<file path="src/rtl/fifo_wr_driver.sv">
// Write-side traffic generator for async FIFO benches: emits bursts of a
// deterministic incrementing data sequence, honours full, and counts progress and stalls.
module fifo_wr_driver #(
    parameter int                    DATA_WIDTH = 8,
    parameter int                    NUM_WORDS  = 256,
    parameter int                    BURST_LEN  = 16,
    parameter int                    GAP_CYCLES = 4,
    parameter logic [DATA_WIDTH-1:0] DATA_SEED  = 'hA5
) (
    input  logic                  clk,
    input  logic                  rst,
    input  logic                  start,
    input  logic                  full,
    output logic                  wr_en,
    output logic [DATA_WIDTH-1:0] wr_data,
    output logic                  busy,
    output logic                  done,
    output logic [15:0]           words_sent,
    output logic [15:0]           stall_cycles
);

    typedef enum logic [1:0] {IDLE, BURST, GAP, DONE} state_t;

    localparam logic [15:0] LAST_WORD = 16'(NUM_WORDS);
    localparam logic [15:0] BURST_END = 16'(BURST_LEN);
    localparam logic [15:0] GAP_LAST  = (GAP_CYCLES > 0) ? 16'(GAP_CYCLES - 1) : 16'd0;

    state_t                state, state_nxt;
    logic [15:0]           burst_cnt, burst_cnt_nxt;
    logic [15:0]           gap_cnt, gap_cnt_nxt;
    logic                  wr_en_nxt;
    logic [DATA_WIDTH-1:0] wr_data_nxt;
    logic [15:0]           words_nxt, stall_nxt;
    logic                  busy_nxt, done_nxt;
    logic                  accept, last_word, burst_end;

    assign accept    = wr_en && !full;
    assign last_word = (words_sent + 16'd1) == LAST_WORD;
    assign burst_end = (burst_cnt + 16'd1) == BURST_END;

    // NOTE: every output is a flop loaded from a *_nxt value, so neither full nor
    // start has a combinational path to a port; sequential state uses <= only.
    always_ff @(posedge clk or posedge rst) begin
        if (rst) begin
            state        <= IDLE;
            wr_en        <= 1'b0;
            wr_data      <= '0;
            busy         <= 1'b0;
            done         <= 1'b0;
            words_sent   <= '0;
            stall_cycles <= '0;
            burst_cnt    <= '0;
            gap_cnt      <= '0;
        end else begin
            state        <= state_nxt;
            wr_en        <= wr_en_nxt;
            wr_data      <= wr_data_nxt;
            busy         <= busy_nxt;
            done         <= done_nxt;
            words_sent   <= words_nxt;
            stall_cycles <= stall_nxt;
            burst_cnt    <= burst_cnt_nxt;
            gap_cnt      <= gap_cnt_nxt;
        end
    end

    // NOTE: defaults first so no path through the case leaves a signal unassigned
    // (which would infer a latch).
    always_comb begin
        state_nxt = state;
        unique case (state)
            IDLE, DONE: if (start) state_nxt = BURST;
            BURST: begin
                if (accept) begin
                    if (last_word)                         state_nxt = DONE;
                    else if (burst_end && GAP_CYCLES > 0)  state_nxt = GAP;
                end
            end
            GAP: if (gap_cnt == GAP_LAST) state_nxt = BURST;
            default: state_nxt = IDLE;
        endcase
    end

    always_comb begin
        wr_en_nxt     = wr_en;
        wr_data_nxt   = wr_data;
        words_nxt     = words_sent;
        stall_nxt     = stall_cycles;
        burst_cnt_nxt = burst_cnt;
        gap_cnt_nxt   = gap_cnt;
        unique case (state)
            IDLE, DONE: begin
                if (start) begin
                    wr_en_nxt     = 1'b1;
                    wr_data_nxt   = DATA_SEED;
                    words_nxt     = '0;
                    stall_nxt     = '0;
                    burst_cnt_nxt = '0;
                    gap_cnt_nxt   = '0;
                end
            end
            BURST: begin
                if (accept) begin
                    words_nxt     = words_sent + 16'd1;
                    burst_cnt_nxt = burst_cnt + 16'd1;
                    if (last_word) begin
                        wr_en_nxt = 1'b0;
                    end else begin
                        // Data advances even into a gap, so re-entry presents the next word.
                        wr_data_nxt = wr_data + DATA_WIDTH'(1);
                        if (burst_end) begin
                            burst_cnt_nxt = '0;
                            if (GAP_CYCLES > 0) begin
                                wr_en_nxt   = 1'b0;
                                gap_cnt_nxt = '0;
                            end
                        end
                    end
                end else if (wr_en && full && stall_cycles != 16'hFFFF) begin
                    stall_nxt = stall_cycles + 16'd1;
                end
            end
            GAP: begin
                if (gap_cnt == GAP_LAST) begin
                    wr_en_nxt     = 1'b1;
                    burst_cnt_nxt = '0;
                end else begin
                    gap_cnt_nxt = gap_cnt + 16'd1;
                end
            end
            default: wr_en_nxt = 1'b0;
        endcase
        busy_nxt = (state_nxt == BURST) || (state_nxt == GAP);
        done_nxt = (state_nxt == DONE);
    end

endmodule

</file>
<file path="config.mk">
export PLATFORM = sky130hd
export DESIGN_NAME = fifo_wr_driver
export DESIGN_NICKNAME = d
export VERILOG_FILES = /design/src/rtl/fifo_wr_driver.sv
export SDC_FILE = /design/constraint.sdc
export NUM_CORES = 1
export LEC_CHECK = 0
export ABC_AREA = 1
export BUFFER_PORTS_ARGS = -buffer_cell sky130_fd_sc_hd__buf_2
export CORE_MARGIN = 2
export CORE_UTILIZATION = 45
export DETAILED_ROUTE_END_ITERATION = 12
export REMOVE_ABC_BUFFERS = 1
export SYNTH_ARGS = -nofsm -noshare
export SYNTH_HDL_FRONTEND = slang
export SYNTH_SLANG_ARGS = --single-unit
</file>
<file path="constraint.sdc">
create_clock -name clk -period 4.2 [get_ports clk]
set_clock_uncertainty 0.2 [all_clocks]
set_input_delay 1.26 -clock clk [delete_from_list [all_inputs] [get_ports clk]]
set_output_delay 1.26 -clock clk [all_outputs]
set_load 0.005 [all_outputs]
</file>
==> summary.txt, run 1 <==
Worst setup path
  – Slowest stage delay, CP: 440 ps
  – CP cell instances: buf_2 > nor2_1 > nor2_1 > nor2_1 > nand2_1 > inv_1 > buf_4 > nand2_1 > o21ai_1
  – Worst-path fanout max: 16
  – Max stage delay cell, worst path: nor2_1
  – Worst path bufs/invs: 3
  – CP Launch Type: input port
  – WS Path Type: in2reg
  – Critical path's top delay family: simple AND/OR/NAND/NOR gates
  – Worst Path Required: 4300 ps
  – Crit-path most repeated cell: nor2_1
  – CP arrival: 3310 ps
  – Element type at the critical path end: register

Power
  – Register share of total power: 37.4%
  – Switch share: 42.2%
  – Comb pwr share: 37.0%
  – Power share of the clock group: 25.5%
  – Power Density: 468 mW/mm2
  – Reported net switching power: 1.10 mW
  – Leak: 2.61 nW
  – Peak VDD IR: 0.281 mV
  – Pwr Total: 2.61 mW
  – P_int: 1.51 mW

Clock network
  – Clk slew on worst S/H paths: 90 ps
  – # resized after CTS: 0
  – Root Buffer: clkbuf_8
  – H-tree level count: 3
  – Num CTS Buffers: 9
  – Clk Latency, worst-skew pair: 370 ps
  – Hold buffers post-CTS: 0
  – Clock tree sinks: 77
  – Setup bufs post-CTS: 0
  – CTS tree: built
  – Clk buf depth: 2

Synth
  – Simple-Gate Fraction of Synth Area: 38.3%
  – Post-Syn Area: 0.00500 mm2
  – Cells after Synth: 692
  – Post-synth cell types: 43
  – Largest family of logic cells by synthesized area: simple AND/OR/NAND/NOR gates
  – Ys Warns: 0
  – Mux cell area share after synthesis: 0%
  – Synth Area in Adders: 2.00%
  – Syn avg cell area: 7.22 um2
  – Compound-gate portion of the synthesized area: 9.04%
  – Sequential area share after synthesis: 38.5%
  – Post-synthesis xor/xnor area fraction: 4.03%
  – Yosys reg bits: 77

Routing
  – Via count: 4575
  – Post-route DRC violation count: 0
  – Drt pass-1 iters: 5
  – Antenna-violating nets left: 0
  – Avg Vias per Cell: 5.19
  – DRT iter0 DRCs: 223
  – Final WL: 11800 um
  – Routed len/inst: 13.3 um

Global route
  – Grt total ovfl: 0
  – GRT Total Usage: 20.9%
  – Vias in the first global route: 4177
  – Largest net degree at the start of global routing: 44
  – Antenna violations before repair: 0
  – First-pass GRT wire length: 19800 um

Placed design
  – Port bufs: 46
  – Placer Congestion: 0.916
  – Placed cell count: 865
  – Post-DP HPWL: 8410 um
  – Dpl ws: 627 ps

STA
  – Measured slew at the worst slew-check pin: 793 ps
  – Slew HR: 47.0%
  – Final setup violation count: 0
  – Period minus WS final: 3220 ps
  – Max Slew Vio Count: 0
  – Hold slack: 317 ps
  – Peak Freq: 311 MHz
  – Post-route setup slack: 984 ps
  – Final hold vios: 0
  – Final period util: 76.6%
  – Setup tns final: 0 ps
  – Unrepaired setup endpoints after global routing: false

Die
  – Core area: 0.0108 mm2
  – Die width: 109 um
  – Starting density of the core: 46.1%
  – Top Ports: 47
  – Die area: 0.0120 mm2
  – Die Span Y: 109 um
  – Row count: 38

Layout
  – Non-Filler Instances: 881
  – Sequential Area: 0.00193 mm2
  – Share of cells above drive strength 1: 13.4%
  – Multi-input logic area: 0.00267 mm2
  – Fillers: 1069
  – P&R area growth vs syn: 11.7%
  – Nets: 748
  – Diodes inserted: 0

Status
  – Outcome: finished, final reports clean

Worst hold path
  – HP Class: reg2reg

Run
  – MaxCap Viol Count: 0
power groups by stage:
stage	clock, mW	sequential, mW	combinational (mW)
2_1_floorplan	0	0.976	0.647
3_3_place_gp	0	0.983	0.961
3_5_place_dp	0	0.987	0.976
4_1_cts	0.688	0.975	0.979
5_1_grt	0.722	0.997	1.10
6_report	0.667	0.977	0.967
state kept, by name (all words and copies together) (netlist names):
name	flops
wr_data	8
wr_en	1
gap_cnt	16
state	2
burst_cnt	16
stall_cycles	16
busy	1
words_sent	16
done	1
cells in the final DEF (no fill, tap or decap), drive strengths merged, types with 2 or more instances in the layout:
| cell | instances |
|---|---|
| nand2 | 197 |
| inv | 80 |
| nand3 | 78 |
| dfrtp | 77 |
| nor2 | 73 |
| buf | 50 |
| o21ai | 43 |
| nor3 | 23 |
| xor2 | 22 |
| nand4 | 17 |
| nor4 | 11 |
| clkbuf | 11 |
| o22ai | 10 |
| a21oi | 9 |
| ha | 8 |
| nand3b | 6 |
| o31ai | 6 |
| clkinv | 4 |
| o21bai | 3 |
| nor3b | 3 |
| bufinv | 2 |
Yosys cell counts (all sizes together):
cell,instances,area (um2)
a211oi,1,7.51
a21o,1,7.51
a21oi,9,56.3
and2,1,6.26
buf,8,63.8
clkbuf,9,33.8
clkinv,2,7.51
dfrtp,77,1930
ha,8,100
inv,80,300
nand2,197,777
nand3,78,440
nand3b,6,45.0
nand4,17,106
nor2,73,309
nor3,23,131
nor3b,3,22.5
nor4,11,68.8
o211a,1,10.0
o211ai,1,7.51
o21ai,43,226
o21bai,3,22.5
o22ai,10,68.8
o31ai,6,45.0
or2,1,6.26
xnor2,1,8.76
xor2,22,193
kinds of logic after synthesis:
logic type | Yosys count
XOR/XNOR | 23
flip-flops | 77
AO/OA/AOI/OAI | 75
AND/OR/NAND/NOR | 410
adder cells (fa/ha/maj) | 8
buffers and inverters | 99
worst register-to-register path: stages (launching register included):
cell	delay [ps]
dfrtp_1	370
inv_1	90
ha_1	200
inv_1	330
nor2_1	90
nor2_1	440
nand2_1	360
inv_1	350
buf_4	270
nand2_1	70
o21ai_1	140
through the flow:
| stage | instance area, um2 | util, % |
|---|---|---|
| after detailed placement | 5350 | 49.4 |
| after CTS | 5580 | 51.5 |
| final | 5580 | 51.5 |
| after floorplan | 4900 | - |
| after global routing | 5580 | 51.5 |
| after global placement | 5350 | 49.4 |
worst paths after layout:
path,startpoint,end,slack (ps),cells past startpoint
hold / removal,gap_cnt[1],gap_cnt[1],320,2
setup / recovery,full,burst_cnt[1],980,9
max in group asynchronous,rst,gap_cnt[11],2400,3
setup reg to reg,state[1],burst_cnt[1],1240,10
min in group asynchronous,rst,wr_data[3],750,2
hold reg to reg,gap_cnt[1],gap_cnt[1],320,2
layer usage:
| layer | part of all wire, % | GRT usage (%) |
|---|---|---|
| met1 | 49 | 28.8 |
| met2 | 44 | 32.1 |
| met3 | 5.2 | 5.22 |
| met4 | 1.5 | 7.41 |
| met5 | 0 | 0 |
area by class of cell:
class	instances	area share (%)
clock buffers	11	2.71
clock inverters	5	1.46
inverters	82	5.54
multi-input cells	516	47.8
flip-flops and latches	77	34.5
well taps	140	3.14
repair buffers	50	4.89
(Power assumes the default switching activity.)
==> run 2, diff against run 1 <==
--- a/config.mk
+++ b/config.mk
@@ -5,11 +5,12 @@
 export SDC_FILE = /design/constraint.sdc
 export NUM_CORES = 1
 export LEC_CHECK = 0
-export ABC_AREA = 1
+export ABC_AREA = 0
 export BUFFER_PORTS_ARGS = -buffer_cell sky130_fd_sc_hd__buf_2
 export CORE_MARGIN = 2
 export CORE_UTILIZATION = 45
 export DETAILED_ROUTE_END_ITERATION = 12
+export PLACE_DENSITY = 0.66
 export REMOVE_ABC_BUFFERS = 1
 export SYNTH_ARGS = -nofsm -noshare
 export SYNTH_HDL_FRONTEND = slang
==> constraint.sdc (replaced) <==
create_clock -name clk -period 2.7 [get_ports clk]
set_clock_uncertainty 0.2 [all_clocks]
set_input_delay 0.81 -clock clk [delete_from_list [all_inputs] [get_ports clk]]
set_output_delay 0.81 -clock clk [all_outputs]
set_load 0.005 [all_outputs]
==> run 2 against run 1 <==
  * Area after synthesis decreased by 7.0%
  * Setup slack got worse by 990 ps
  * Cell count decreased by 12%
  * Sequential share of layout area decreased by 2.3 points
  * Routed wire length increased by 5.3%
  * The run now ends with setup timing left
  * Cell area increased by 7.6%
  * Total power increased by 50%
  * Combinational power increased by 57%
  * Synthesized cell count decreased by 24%
  * Largest cell class unchanged
  * First-iteration DRC count decreased by 6.7%
  * Clock power increased by 53%
==> summary.txt, run 2 <==
Synth
  – Post-synth top area share: 41.4% (+2.9 points)
  – Ys Warns: 0 (unchanged)
  – Post-synth cell types: 67 (+56%)
  – Syn avg cell area: 8.84 um2 (+22%)
  – Number of enable flip-flop cells after synthesis: 0 (unchanged)
  – Commonest cells post-synth: dfrtp_1, nand2_1, nor2_1, o21ai_0, nand3_1
  – Sequential area share after synthesis: 41.4% (+2.9 points)
  – Cells after Synth: 526 (-24%)
  – Async SR Flop Fraction: 100% (unchanged)
  – Yosys reg bits: 77 (unchanged)
  – Most numerous cell in the Yosys netlist: dfrtp_1
  – Post-Syn Area: 0.00465 mm2 (-7.0%)
  – Ys flop type: dfrtp_1
  – Synth area leader: dfrtp_1
  – Area contributors post-synth: dfrtp_1, o21ai_0, nand2_1

Worst setup path
  – CP arrival: 2770 ps (-540 ps)
  – Reg2Reg Setup Slack: -6 ps (-1250 ps)
  – Max stage delay cell, worst path: dfrtp_1
  – WS Path Type: reg2reg
  – Slowest stage delay, CP: 430 ps (about the same)
  – CP cell instances: ha_2 > nand2_2 > nor4_4 > or4_4 > a22oi_2 > buf_6 > nand4_1 > a31oi_1 > o32a_1 > ha_2
  – CP Launch Type: register
  – R2R Path End: busy
  – Critical path launch point: words_sent[1]
  – Crit-path most repeated cell: ha_2
  – Element type at the critical path end: register
  – Worst-path fanout max: 5 (-11)
  – Worst reg2reg path startpoint: words_sent[1]
  – Worst Path Required: 2760 ps (-1540 ps)
  – Critical path capture point: busy
  – Cell depth of the worst flop-to-flop path: 10 (unchanged)

Clock network
  – Root Buffer: clkbuf_8
  – Num CTS Buffers: 9 (unchanged)
  – Hold buffers post-CTS: 0 (unchanged)
  – Clock tree sinks: 77 (unchanged)
  – Clk buf depth: 2 (unchanged)
  – H-tree level count: 3 (unchanged)
  – Clk Latency, worst-skew pair: 370 ps (about the same)
  – CTS tree: built
  – Clk slew on worst S/H paths: 90 ps (about the same)

Layout
  – Nets: 647 (-14%)
  – Share of cells above drive strength 1: 30.3% (+17 points)
  – Fillers: 915 (-14%)
  – Sequential Area: 0.00194 mm2 (+0.52%)
  – Multi-input logic area: 0.00271 mm2 (+1.7%)
  – Highest-count cells in the layout ignoring fill and taps: dfrtp_1, buf_4, nand2_1
  – Final Cell Area: 0.00601 mm2 (+7.6%)
  – Most common cell after layout, fill and taps aside: dfrtp_1
  – P&R area growth vs syn: 29.2%
  – Diodes inserted: 0 (unchanged)

STA
  – Measured slew at the worst slew-check pin: 623 ps (-170 ps)
  – Peak Freq: 370 MHz
  – Final setup violation count: 1 (+1)
  – Final period util: 100%
  – Max Slew Vio Count: 0 (unchanged)
  – Period minus WS final: 2710 ps
  – Post-route setup slack: -6.22 ps (-990 ps)
  – Unrepaired setup endpoints after global routing: true
  – Final hold vios: 0 (unchanged)
  – Slew HR: 57.9% (+11 points)

Global route
  – Largest net degree at the start of global routing: 78 (+77%)
  – GRT Total Usage: 23.1% (+2.1 points)
  – Met3 Use GR: 4.89% (-0.33 points)
  – Met2 usage: 38.4% (+6.3 points)
  – Grt total ovfl: 0 (unchanged)
  – Vias in the first global route: 4398 (+5.3%)
  – Grt peak-use layer: met2
  – Antenna violations before repair: 0 (unchanged)
  – Met1 GRT Util: 30.0% (+1.2 points)
  – First-pass GRT wire length: 20900 um (+5.8%)

Routing
  – Routed len/inst: 15.9 um (+20%)
  – Post-route DRC violation count: 0 (unchanged)
  – Drt pass-1 iters: 4 (-1)
  – DRT iter0 DRCs: 208 (-6.7%)
  – Final WL: 12400 um (+5.3%)
  – Via count: 4489 (-1.9%)
  – Avg Vias per Cell: 5.78 (+11%)
  – Antenna-violating nets left: 0 (unchanged)

Placed design
  – Port bufs: 46 (unchanged)
  – Placer Congestion: 0.900 (-1.7%)
  – Post-DP HPWL: 8350 um (-0.72%)
  – Post-placement cell area: 0.00550 mm2 (+2.8%)

Run
  – MaxCap Viol Count: 0 (unchanged)

Power
  – Switch share: 37.8% (-4.5 points)
  – Power Density: 652 mW/mm2 (+39%)
  – Leak: 2.64 nW (+1.1%)
  – P_int: 2.44 mW (+62%)
  – Reported net switching power: 1.48 mW (+34%)
  – Power share of the clock group: 26.1% (+0.6 points)
  – Register share of total power: 35.1% (-2.3 points)
  – Peak VDD IR: 0.330 mV (+17%)
  – Pwr Total: 3.92 mW (+50%)
  – Comb pwr share: 38.8% (+1.8 points)

Status
  – Failing checks: setup timing
  – Outcome: complete, but fails checks

Die
  – Row count: 37 (-2.6%)
  – Top Ports: 47 (unchanged)
  – Starting density of the core: 45.7% (-0.46 points)
  – Die area: 0.0112 mm2 (-6.7%)
  – Die width: 106 um (-3.4%)
  – Die Span Y: 106 um (-3.4%)
  – Core area: 0.0102 mm2 (-6.0%)

Worst hold path
  – HP Class: in2async
==> run 2: cell families after synthesis <==
logic type	count (synthesis)	share of synthesized area (%)
simple gates	218	24.3
compound gates	144	21.7
flops	77	41.4
buf+inv	49	4.47
xor+xnor	23	4.33
fa+ha+maj	8	2.15
mux	7	1.56
==> run 2: repair_timing <==
| action | in CTS | in global routing |
|---|---|---|
| cloned | 0 | 1 |
| endpoints found under the setup margin | 35 | 42 |
| pin swaps | 6 | 10 |
| setup buffers | 2 | 2 |
| gates resized for setup | 20 | 43 |
==> run 2: cell type report <==
| type | count | area share [%] |
|---|---|---|
| repair buffers | 123 | 14.4 |
| inverters | 24 | 1.52 |
| well taps | 136 | 2.83 |
| multi-input cells | 400 | 45.1 |
| flip-flops and latches | 77 | 32.2 |
| clock buffers | 10 | 2.29 |
| clock inverters | 6 | 1.56 |
==> run 2: critical path, delay by kind of cell (launching register included) <==
family | cells | cell delay (ps)
AO/OA/AOI/OAI | 3 | 660
AND/OR/NAND/NOR | 4 | 650
adder cells (fa/ha/maj) | 2 | 480
flip-flops | 1 | 430
buffers and inverters | 1 | 160
==> run 2: power groups by stage <==
stage	sequential, mW	combinational, mW	clock, mW
after floorplan	1.39	0.764	0
after global placement	1.38	1.36	0
after detailed placement	1.39	1.40	0
after CTS	1.37	1.42	1.05
after global routing	1.39	1.70	1.10
final	1.37	1.52	1.02
==> run 2: through the flow <==
stage | setup TNS (ps) | setup WS [ps] | std cells | hold WS, ps | util, %
2_1_floorplan | -30210 | -388 | 501 | 270 | -
3_3_place_gp | -2170 | -161 | 755 | 279 | 54.0
3_5_place_dp | -3820 | -210 | 755 | 291 | 54.0
4_1_cts | 0 | 1.32 | 773 | 311 | 57.2
5_1_grt | -635 | -116 | 776 | 330 | 59.0
6_report | -6.22 | -6.22 | 776 | 303 | 59.0
==> run 2: metal layers <==
layer  wire length [um]  vias up
met5                  0        -
met4                151        0
met3                569       15
met2               5970      103
met1               5680     2191
li1                   -     2180
==> run 2: worst min-delay path by stage <==
stage,startpoint,end,slack [ps],cells after the start
2_1_floorplan,burst_cnt[15],burst_cnt[15],270,2
3_3_place_gp,burst_cnt[15],burst_cnt[15],280,2
3_5_place_dp,burst_cnt[15],burst_cnt[15],290,2
4_1_cts,burst_cnt[15],burst_cnt[15],310,2
5_1_grt,rst,stall_cycles[5],330,3
6_report,rst,stall_cycles[5],300,3
==> run 3, diff against run 2 <==
--- a/config.mk
+++ b/config.mk
@@ -5,7 +5,7 @@
 export SDC_FILE = /design/constraint.sdc
 export NUM_CORES = 1
 export LEC_CHECK = 0
-export ABC_AREA = 0
+export ABC_AREA = 1
 export BUFFER_PORTS_ARGS = -buffer_cell sky130_fd_sc_hd__buf_2
 export CORE_MARGIN = 2
 export CORE_UTILIZATION = 45
==> run 3 against run 2 <==
  * The flow now finishes without violations
  * Sequential power rose by 11%
  * Sequential share of layout area increased by 1.3 points
  * Critical path depth is 4 higher
  * Total power rose by 7.4%
  * Non-clock buffer count shrank 56
  * Cell area shrank 4.3%
==> summary.txt, run 3 (synthesis gave the netlist of run 1 again) <==
Die
  – Die Span Y: 109 um (+3.5%)
  – Die area: 0.0120 mm2 (+7.2%)
  – Starting density of the core: 46.1% (+0.46 points)
  – Core area: 0.0108 mm2 (+6.4%)
  – Die width: 109 um (+3.5%)
  – Top Ports: 47 (unchanged)
  – Row count: 38 (+2.7%)

Routing
  – Antenna-violating nets left: 0 (unchanged)
  – Via count: 4764 (+6.1%)
  – Post-route DRC violation count: 0 (unchanged)
  – Avg Vias per Cell: 5.31 (-8.3%)
  – Routed len/inst: 13.4 um (-16%)
  – DRT iter0 DRCs: 337 (+62%)
  – Final WL: 12100 um (-2.5%)
  – Drt pass-1 iters: 5 (+1)

Clock network
  – H-tree level count: 3 (unchanged)
  – Clk buf depth: 2 (unchanged)
  – Clk Latency, worst-skew pair: 360 ps (about the same)
  – Clock tree sinks: 77 (unchanged)
  – CTS tree: built
  – Num CTS Buffers: 9 (unchanged)
  – Clk slew on worst S/H paths: 80 ps (about the same)
  – Root Buffer: clkbuf_8

Power
  – Pwr Total: 4.21 mW (+7.4%)
  – Leak: 2.71 nW (+2.4%)
  – Peak VDD IR: 0.372 mV (+13%)
  – Power Density: 731 mW/mm2 (+12%)

Worst hold path
  – HP Class: reg2reg

Global route
  – Antenna violations before repair: 0 (unchanged)
  – First-pass GRT wire length: 20800 um (-0.56%)
  – Largest net degree at the start of global routing: 78 (unchanged)
  – GRT Total Usage: 21.5% (-1.6 points)
  – Vias in the first global route: 4528 (+3.0%)
  – Grt total ovfl: 0 (unchanged)

Placed design
  – Post-DP HPWL: 8600 um (+2.9%)
  – Placer Congestion: 0.943 (+4.7%)
  – Port bufs: 46 (unchanged)

Worst setup path
  – CP Launch Type: register
  – CP arrival: 2550 ps (-220 ps)
  – WS Path Type: reg2reg
  – Worst Path Required: 2740 ps (-20 ps)
  – Worst-path fanout max: 4 (-1)
  – Element type at the critical path end: register

Layout
  – Most common cell after layout, fill and taps aside: nand2_1
  – Highest-count cells in the layout ignoring fill and taps: nand2_1, inv_1, dfrtp_1
  – P&R area growth vs syn: 15.1%
  – Share of cells above drive strength 1: 16.0% (-14 points)
  – Fillers: 1050 (+15%)
  – Sequential Area: 0.00193 mm2 (-0.45%)
  – Diodes inserted: 0 (unchanged)
  – Nets: 765 (+18%)
  – Multi-input logic area: 0.00272 mm2 (+0.18%)

STA
  – Hold slack: 307 ps (+3.55 ps)
  – Slew HR: 61.2% (+3.3 points)
  – Final setup violation count: 0 (-1)
  – Measured slew at the worst slew-check pin: 576 ps (-46.9 ps)
  – Max Slew Vio Count: 0 (unchanged)
  – Period minus WS final: 2500 ps (-205 ps)
  – Final period util: 92.6% (-7.6 points)
  – Final hold vios: 0 (unchanged)
  – Peak Freq: 400 MHz (+8.2%)

Run
  – MaxCap Viol Count: 0 (unchanged)

Status
  – Outcome: finished, final reports clean
run 3: worst paths after layout:
check	end	slack (ps)	from	depth (start not counted)
setup / recovery	busy	200	words_sent[1]	14
hold / removal	gap_cnt[1]	310	gap_cnt[1]	2
setup reg to reg	busy	200	words_sent[1]	14
hold reg to reg	gap_cnt[1]	310	gap_cnt[1]	2
max in group asynchronous	words_sent[2]	1620	rst	3
min in group asynchronous	stall_cycles[3]	330	rst	3
run 3: worst max-delay path, stage by stage (launching register included):
cell and delay [ps]:
dfrtp_1 410, ha_2 240, nand2_2 100, nor3_4 210, nand2_1 100, nor2_1 90, nand2_1 50, nand2_1 70
nand2_1 90, nor2_4 170, nand3_1 110, nand2_1 90, nand2_1 60, a21oi_2 160, ha_1 240
run 3: what timing repair did:
action	CTS	global route
endpoints found under the hold margin	0	0
gates resized for setup	0	12
buffers inserted	0	4
endpoints found under the setup margin	0	26
hold buffers	0	0
run 3: metal layers:
metal,up-vias,wire length [um],GRT usage [%]
met5,-,0,0
met4,0,173,7.23
met3,16,665,3.56
met2,133,5360,34.4
met1,2225,5850,29.6
li1,2390,-,-
run 3: cell type report:
cell class	instances	area share, %
Clock inverter	6	1.52
Inverter	82	5.37
Multi-Input combinational cell	516	47.2
Clock buffer	10	2.22
Sequential cell	77	33.5
Timing Repair Buffer	67	7.09
Tap cell	140	3.05
run 3: per-stage QoR:
step	util, %	TNS, ps	cells	setup WS, ps	cell area (um2)
final	53.1	0	898	199	5750
after global routing	53.1	-22.0	898	-12.8	5750
after CTS	52.2	0	894	121	5660
after detailed placement	50.3	0	878	133	5450
after global placement	50.3	0	878	215	5450
after floorplan	-	-37600	675	-429	4900
run 3: power breakdown:
| group | switching (mW) | internal (mW) | total, mW | leakage, nW |
|---|---|---|---|---|
| clock | 0.443 | 0.521 | 0.965 | 0.110 |
| sequential | 0.193 | 1.33 | 1.52 | 1.04 |
| combinational | 1.13 | 0.591 | 1.72 | 1.55 |
